===== config.mk =====
export PLATFORM = sky130hd
export DESIGN_NAME = mux_sel_rr_arbiter
export DESIGN_NICKNAME = d
export VERILOG_FILES = /design/src/rtl/mux_sel_rr_arbiter.sv
export SDC_FILE = /design/constraint.sdc
export NUM_CORES = 1
export LEC_CHECK = 0
export CAP_MARGIN = 40
export CORE_MARGIN = 5
export CORE_UTILIZATION = 43
export CTS_CLUSTER_DIAMETER = 40
export DETAILED_ROUTE_END_ITERATION = 12
export PLACE_DENSITY = 0.75
export SYNTH_ARGS = -nofsm -noshare
export SYNTH_HDL_FRONTEND = slang
export SYNTH_SLANG_ARGS = --single-unit
export TNS_END_PERCENT = 1

===== constraint.sdc =====
create_clock -name Clk -period 1.9 [get_ports Clk]
set_input_delay 0.57 -clock Clk [delete_from_list [all_inputs] [get_ports Clk]]
set_output_delay 0.57 -clock Clk [all_outputs]
set_load 0.01 [all_outputs]

===== src/rtl/mux_sel_rr_arbiter.sv =====
// -----------------------------------------------------------------------------
// mux_sel_rr_arbiter
//
// Round-robin arbiter that shares one 4:1 datapath mux among four requesters.
// One requester at a time owns the mux. Sel follows the owner and is held
// after release so the mux output does not move until the next owner is
// granted. Every release is followed by one dead (GAP) cycle that lets the
// mux output settle.
//
// Optional feature (compile-time macro ARB_TIMEOUT_EN):
//   When defined, an owner that holds the mux for MAX_HOLD cycles without
//   releasing is forced off and Timeout pulses for one cycle. When undefined,
//   no hold counter is built, ownership is unbounded and Timeout is tied low.
//   The port list is the same in both builds.
//
// Parameters:
//   MAX_HOLD - owned cycles before forced release (ARB_TIMEOUT_EN only)
//   CNT_W    - hold-counter width, 2**CNT_W must exceed MAX_HOLD
//
// Ports:
//   Clk      in   rising-edge clock
//   Rst      in   asynchronous active-high reset
//   Req[3:0] in   Req[i]=1: requester i wants the mux, held until done
//   Done[3:0]in   one-cycle release pulse; only the owner's bit is honoured
//   Grant    out  registered one-hot owner, 4'b0000 when nobody owns the mux
//   Sel      out  registered mux select = index of current/last owner
//   Busy     out  registered, high while any Grant bit is set
//   Timeout  out  registered one-cycle pulse on forced release
// -----------------------------------------------------------------------------
module mux_sel_rr_arbiter #(
  parameter int MAX_HOLD = 16,
  parameter int CNT_W    = 5
) (
  input  logic       Clk,
  input  logic       Rst,
  input  logic [3:0] Req,
  input  logic [3:0] Done,
  output logic [3:0] Grant,
  output logic [1:0] Sel,
  output logic       Busy,
  output logic       Timeout
);

  typedef enum logic [1:0] {
    IDLE = 2'd0,
    OWN  = 2'd1,
    GAP  = 2'd2
  } state_t;

  state_t     state, state_next;
  logic [1:0] last, last_next;
  logic [3:0] grant_next;
  logic [1:0] sel_next;
  logic       busy_next;

  logic [1:0] pick;
  logic       pick_valid;
  logic       release_normal;
  logic       expired;

  // Round-robin pick: scan last+1, last+2, last+3, last. The loop runs from
  // the lowest priority (offset 4 == last itself) up to the highest (offset
  // 1), so the last match written is the winner.
  always_comb begin
    // NOTE: every signal written here gets a default first; a path that
    // leaves one unassigned would infer a latch.
    pick       = '0;
    pick_valid = 1'b0;
    for (int k = 4; k >= 1; k--) begin
      if (Req[last + 2'(k)]) begin
        pick       = last + 2'(k);
        pick_valid = 1'b1;
      end
    end
  end

  // Owner gives up the mux by pulsing its Done bit or dropping its request.
  assign release_normal = Done[Sel] | ~Req[Sel];

`ifdef ARB_TIMEOUT_EN
  logic [CNT_W-1:0] hold_cnt;

  // hold_cnt equals the number of owned cycles already completed, so it
  // reaches MAX_HOLD-1 during the last cycle the owner is allowed to keep.
  always_ff @(posedge Clk or posedge Rst) begin
    if (Rst) begin
      hold_cnt <= '0;
    end else if (state != OWN) begin
      hold_cnt <= '0;
    end else begin
      hold_cnt <= hold_cnt + CNT_W'(1);
    end
  end

  assign expired = (hold_cnt == CNT_W'(MAX_HOLD - 1));

  // A normal release on the expiry cycle wins, so no Timeout pulse then.
  always_ff @(posedge Clk or posedge Rst) begin
    if (Rst) begin
      Timeout <= 1'b0;
    end else begin
      Timeout <= (state == OWN) && expired && !release_normal;
    end
  end
`else
  assign expired = 1'b0;
  assign Timeout = 1'b0;
`endif

  // Next-state and next-output logic.
  always_comb begin
    state_next = state;
    grant_next = Grant;
    sel_next   = Sel;
    busy_next  = Busy;
    last_next  = last;
    unique case (state)
      IDLE: begin
        if (pick_valid) begin
          grant_next = 4'(4'b0001 << pick);
          sel_next   = pick;
          busy_next  = 1'b1;
          state_next = OWN;
        end
      end
      OWN: begin
        if (release_normal || expired) begin
          // Sel is deliberately left alone so the mux output stays put.
          grant_next = 4'b0000;
          busy_next  = 1'b0;
          last_next  = Sel;
          state_next = GAP;
        end
      end
      GAP: begin
        state_next = IDLE;
      end
      default: begin
        grant_next = 4'b0000;
        busy_next  = 1'b0;
        state_next = IDLE;
      end
    endcase
  end

  // Last resets to 3 so requester 0 is first in line after reset.
  always_ff @(posedge Clk or posedge Rst) begin
    // NOTE: sequential state uses non-blocking assignments so every register
    // samples pre-edge values regardless of statement order.
    if (Rst) begin
      state <= IDLE;
      Grant <= 4'b0000;
      Sel   <= 2'd0;
      Busy  <= 1'b0;
      last  <= 2'd3;
    end else begin
      state <= state_next;
      Grant <= grant_next;
      Sel   <= sel_next;
      Busy  <= busy_next;
      last  <= last_next;
    end
  end

endmodule

Word level (Yosys, flattened, before mapping)
Index checks and enable logic that the tools add are counted.
W data, S select, Z words.
{ "totals": {"reg_bits": 11, "inputBits": 10, "out_inout_bits": 8, "word_cells": 55} }
{ "op_classes": {"add_sub_neg": 3, "n_lt_le_gt_ge": 5, "n_eq_ne": 4, "shifts": 1, "muxes": 29, "bitwise": 3, "reduce_logical": 5} }
{ "ops": {"columns": ["operator", "count"], "rows": [
  ["$lt A2 B3 Y1 const B", 5],
  ["$bmux W1 S2", 6],
  ["$mux W1", 12],
  ["$mux W2", 6],
  ["$pmux W4 S3", 1],
  ["$mux W4", 2],
  ["$reduce_and A2 Y1", 3],
  ["$add A2 B2 Y2 const B", 2],
  ["$ne A2 B2 Y1 const B", 2],
  ["$pmux W2 S2", 1],
  ["$shl A1 B2 Y4 const A", 1],
  ["$pmux W1 S3", 1],
  ["$reduce_and A3 Y1", 1],
  ["$add A2 B1 Y2 const B", 1],
  ["$eq A2 B1 Y1 const B", 1],
  ["$eq A2 B2 Y1 const B", 1],
  ["$logic_not A2 Y1", 1],
  ["$not A1 Y1", 2],
  ["$or A1 B1 Y1", 1]
]} }

Depth between registers and ports, before layout
{ "depth": {"word_depth": 9, "mapped_depth": 5, "ltp_nobuf": 5} }

Least setup slack after synthesis
Ideal clock, no wire load.
{ "synth_path": {"kind": "in2reg", "from": "input port Done[0]", "to": "register last[0]", "setup_time_ps": 82, "t_arrival_ps": 1525, "t_required_ps": 1818, "slack_ps": 292, "stages": 5, "path_buffers": 0, "path_cell_list": "nor3b_1 a31oi_1 mux2_4 and2_4 mux2_4"} }
{ "synth_via": {"elab_chain_cells": 4} }
{ "synth_rtl": {"columns": ["element", "line", "source"], "rows": [
  ["from (decl)", "37", "input logic [3:0] Done,"],
  ["$bmux W1 S2", "78", "assign release_normal = Done[Sel] | ~Req[Sel];"],
  ["$mux W1 (not written as such)", "78", null],
  ["$or A1 B1 Y1", "78", null],
  ["$reduce_and A2 Y1 (no source line)", null, null],
  ["to (signal assigned)", "161", "last <= last_next;"],
  ["to (decl)", "51", "logic [1:0] last, last_next;"]
]} }
Every way passes these cells. The select of a mux whose other input is x is not followed.
A chain may end at the register's enable or synchronous reset.

Worst setup path in the final report
{ "layout_path": {"from": "register Sel[1]", "to": "output port Sel[1]"} }
{ "layout_lines": {"columns": ["element", "line", "source"], "rows": [
  ["from (decl)", "39", "output logic [1:0] Sel,"],
  ["from (signal assigned)", "159", "Sel <= sel_next;"]
]} }
No word-level cell between the ends.

==> results summary <==
The number of H-tree branching levels is 1. The number of primary I/O pins came out at 18. Entering global routing, the biggest net connects 12 pins. The net total in the final layout came out at 93. The kind of cell adding the most delay to the critical path is buffers and inverters. For this run, global-route usage on met3 was measured as 0.0307.

The register-to-register setup slack came out at 310 ps. After clock tree synthesis, the clock-pin slew on the worst setup and hold paths is 70 ps. The number of iterations in the first detailed-routing pass came out at 4.

The data arrival time of the critical path is 1260 ps. The DRC marker count from the first detailed-route iteration is 5. In this run the worst hold path is classified as reg -> reg.

The combinational family with the most area after synthesis is compound AO/OA/AOI/OAI gates. The clock tree from TritonCTS is yes. The kind of launch point of the worst setup path is a flip-flop. The post-synthesis cell count came out at 58. The tree is rooted in a sky130_fd_sc_hd__clkbuf_4. The smallest setup slack after layout came out at 66.2 ps. The dominant synthesized flop cell is sky130_fd_sc_hd__dfrtp_1. In this run the worst path has a maximum fanout of 4. The number of instances in the placed design came out at 93. The flow ran to the end, and the final reports show no timing, DRC or antenna violations.

The number of logic stages on the critical path including buffering came out at 1. The final hold violation count came out at 0. Summed over all layers, the routed wires come to 1.31 mm. The number of max-capacitance violations reported is 0.

The power density over cell area is 1570 nW/µm². The footprint of the flip-flops and latches is 279 µm². The via density per instance came out at 5.18. The wire length of the first global-routing pass is 2.25 mm.

At the later pin of the worst-skew pair, clock insertion delay measures 260 ps. Of the post-synthesis cell area, the dominant cell type holds 0.388. The global routing stage identified its most utilized layer as met2. Setup repair after global routing left no endpoint under its margin.

The remaining antenna violation count is 0. Sorting the synthesized cells by area gives the leading types as sky130_fd_sc_hd__dfrtp_1 39%, sky130_fd_sc_hd__dfstp_2 9.1%, sky130_fd_sc_hd__mux2_4 5.2%, sky130_fd_sc_hd__nor2_1 4.5%, sky130_fd_sc_hd__a21oi_1 3.4%. The die span in x came out at 46.7 µm. In this run the tool buffered the top-level ports with 16 buffer cells.

The met2 routing resource usage after global routing came out at 0.239. The critical path is of the reg -> out type. At the placement stage, the worst setup path has a slack of -339 ps. The number of different library cells in the post-synthesis netlist is 28. The number of fill cells in the layout came out at 124. The post-detailed-route DRC marker count is 0. The post-synthesis net count came out at 68. The proportion of synthesized chip area in sequential cells is 0.478. The proportion of layout cells with a drive suffix above 1 is 0.244.

The biggest cell delay along the critical path is 580 ps. The cell count of the worst reg-to-reg path came out at 6. The count of warnings emitted by yosys came out at 0.

The accumulated negative setup slack is 0 ps. The final critical-path required period came out at 1830 ps. The most common library cell in the layout ignoring fill and taps is sky130_fd_sc_hd__clkdlybuf4s50_1.

The endpoint of the worst-slack reg-to-reg timing path is Grant[3]$_DFFE_PP0P_. The per-cell routed wire length is 13.5 µm. For this run, the top clock speed supported by timing is 545 MHz. The critical path's slowest cell is sky130_fd_sc_hd__clkdlybuf4s50_1. The combined area of the multi-input logic cells came out at 282 µm². The number of diodes added for antenna fixing is 0. The post-route non-filler standard cell count is 97. The initial antenna violation count is 0.

The die covers 2190 µm². The initial core utilization came out at 0.452. The static leakage came out at 0.378 nW. The total design power is 1.29 mW. The critical path required time came out at 1330 ps.

The number of buffers inserted during clock tree synthesis is 3. The count of buffers added by post-CTS timing repair for setup came out at 0. The floorplan step defined a core boundary enclosing 1280 µm². The share of the clock period used by the worst path is 0.965. The sort of element at the end of the critical path is a primary output. The sum of buffers and inverters on the critical path is 1. In the layout the commonest cells are 12 x sky130_fd_sc_hd__clkdlybuf4s50_1, 8 x sky130_fd_sc_hd__dfrtp_1, 7 x sky130_fd_sc_hd__nor2_1, 6 x sky130_fd_sc_hd__buf_4.

The number of enable-type register cells in the synthesized netlist came out at 0. The CTS sink count is 11. The proportion of register bits with asynchronous set or reset after synthesis came out at 1.00.

No sink is reached through more buffers than the 2 on the longest clock path. The largest total area in the synthesized netlist belongs to sky130_fd_sc_hd__dfrtp_1. Of the total synthesized cell area, the portion taken by AND, OR, NAND and NOR gates is 0.166.

The critical path ends at Sel[1]. Global routing finished with a remaining overflow of 0. The critical path goes through clkdlybuf4s50_1. The fraction of met1 tracks used by global routing came out at 0.189. The cell area that synthesis handed to floorplanning was 581 µm². The area fraction in compound gates after synthesis is 0.233.

The largest voltage drop on the vdd net came out at 0.000822 V. The share of the synthesized netlist area taken by xor and xnor gates came out at 0. The area growth from synthesis to layout is 42.0%.

In the global route stage, overall resource usage came out at 0.142. Setup violations remaining at the end of the flow were counted as 0. The die span in y is 46.7 µm. The via count of the routed design is 502.

The final-report max-slew violation count is 0. The mux share of post-synthesis cell area came out at 0.0711. The final HPWL from detailed placement came out at 975 µm. The number of global-route vias before repair was 542. The row count is 13. After synthesis the netlist holds a flip-flop and latch count of 11. Across the routed clock network, the largest skew measured is 6.87 ps.

Routability-driven placement finished with a final weighted congestion of 0.884. The worst setup path startpoint is Sel[1]$_DFFE_PP0P_. The startpoint of the lowest-slack register-to-register path is last[0]$_DFFE_PP1P_. The post-synthesis adder-cell area fraction is 0. In this run the mean area of a mapped cell was 10.0 µm².
metrics by stage:
stage	area, µm²	hold WS (ps)	util
final	825	498	0.642
after floorplan	581	421	-
after global placement	793	485	0.617
after detailed placement	793	478	0.617
after CTS	822	504	0.640
after global routing	825	525	0.642
registers in the layout (all words and copies together) (netlist names):
name,count
Busy,1
state,2
Sel,2
Grant,4
last,2
synthesized netlist by cell type (all sizes together), types with 2 or more instances:
library cell  count
a21oi             4
a31o              2
a31oi             2
a32o              2
dfrtp             9
dfstp             2
inv               4
mux2              3
nand2b            2
nor2              7
nor2b             3
nor3b             2
o21ai             3
worst min-delay path by stage:
stage	startpoint	to	slack (ps)	depth (start not counted)
after floorplan	Rst	Busy$_DFFE_PP0P_	420	1
after global placement	Busy$_DFFE_PP0P_	Busy$_DFFE_PP0P_	490	1
after detailed placement	Busy$_DFFE_PP0P_	Busy$_DFFE_PP0P_	480	1
after CTS	Busy$_DFFE_PP0P_	Busy$_DFFE_PP0P_	500	1
after global routing	Busy$_DFFE_PP0P_	Busy$_DFFE_PP0P_	520	1
final	Busy$_DFFE_PP0P_	Busy$_DFFE_PP0P_	500	1
layout make-up:
type / instances / area share
tap: 15 / 0.0228
multi-input combinational: 41 / 0.341
clock buffer: 4 / 0.0319
sequential: 11 / 0.338
timing repair buffer: 22 / 0.247
inverter: 4 / 0.0182
where the power goes:
part	internal, mW	switching, mW	leakage (nW)
sequential	0.364	0.111	0.133
clock	0.0810	0.0718	0.0150
combinational	0.393	0.273	0.229
metal layers:
layer  share of wire  routed length, µm  up-vias
li1                -                  -      253
met1            0.49                649      232
met2            0.43                570       17
met3           0.072                 95        0
met4               0                  0        0
met5               0                  0        -
repair_timing:
| item | 4_1_cts | 5_1_grt |
|---|---|---|
| endpoints found under the hold margin | 0 | 0 |
| setup endpoints to repair | 6 | 6 |
| gates resized for setup | 5 | 1 |
| hold buffers | 0 | 0 |
| pin swaps | 0 | 0 |
kinds of logic (layout without fill, tap and decap cells):
| kind of cell | after synthesis | in the layout |
|---|---|---|
| AOI/OAI and AO/OA | 19 | 19 |
| buffers and inverters | 6 | 30 |
| DFF | 11 | 11 |
| muxes | 3 | 3 |
| other | 1 | 1 |
| and+or+nand+nor | 18 | 18 |
Power figures use the tool's default switching activity.
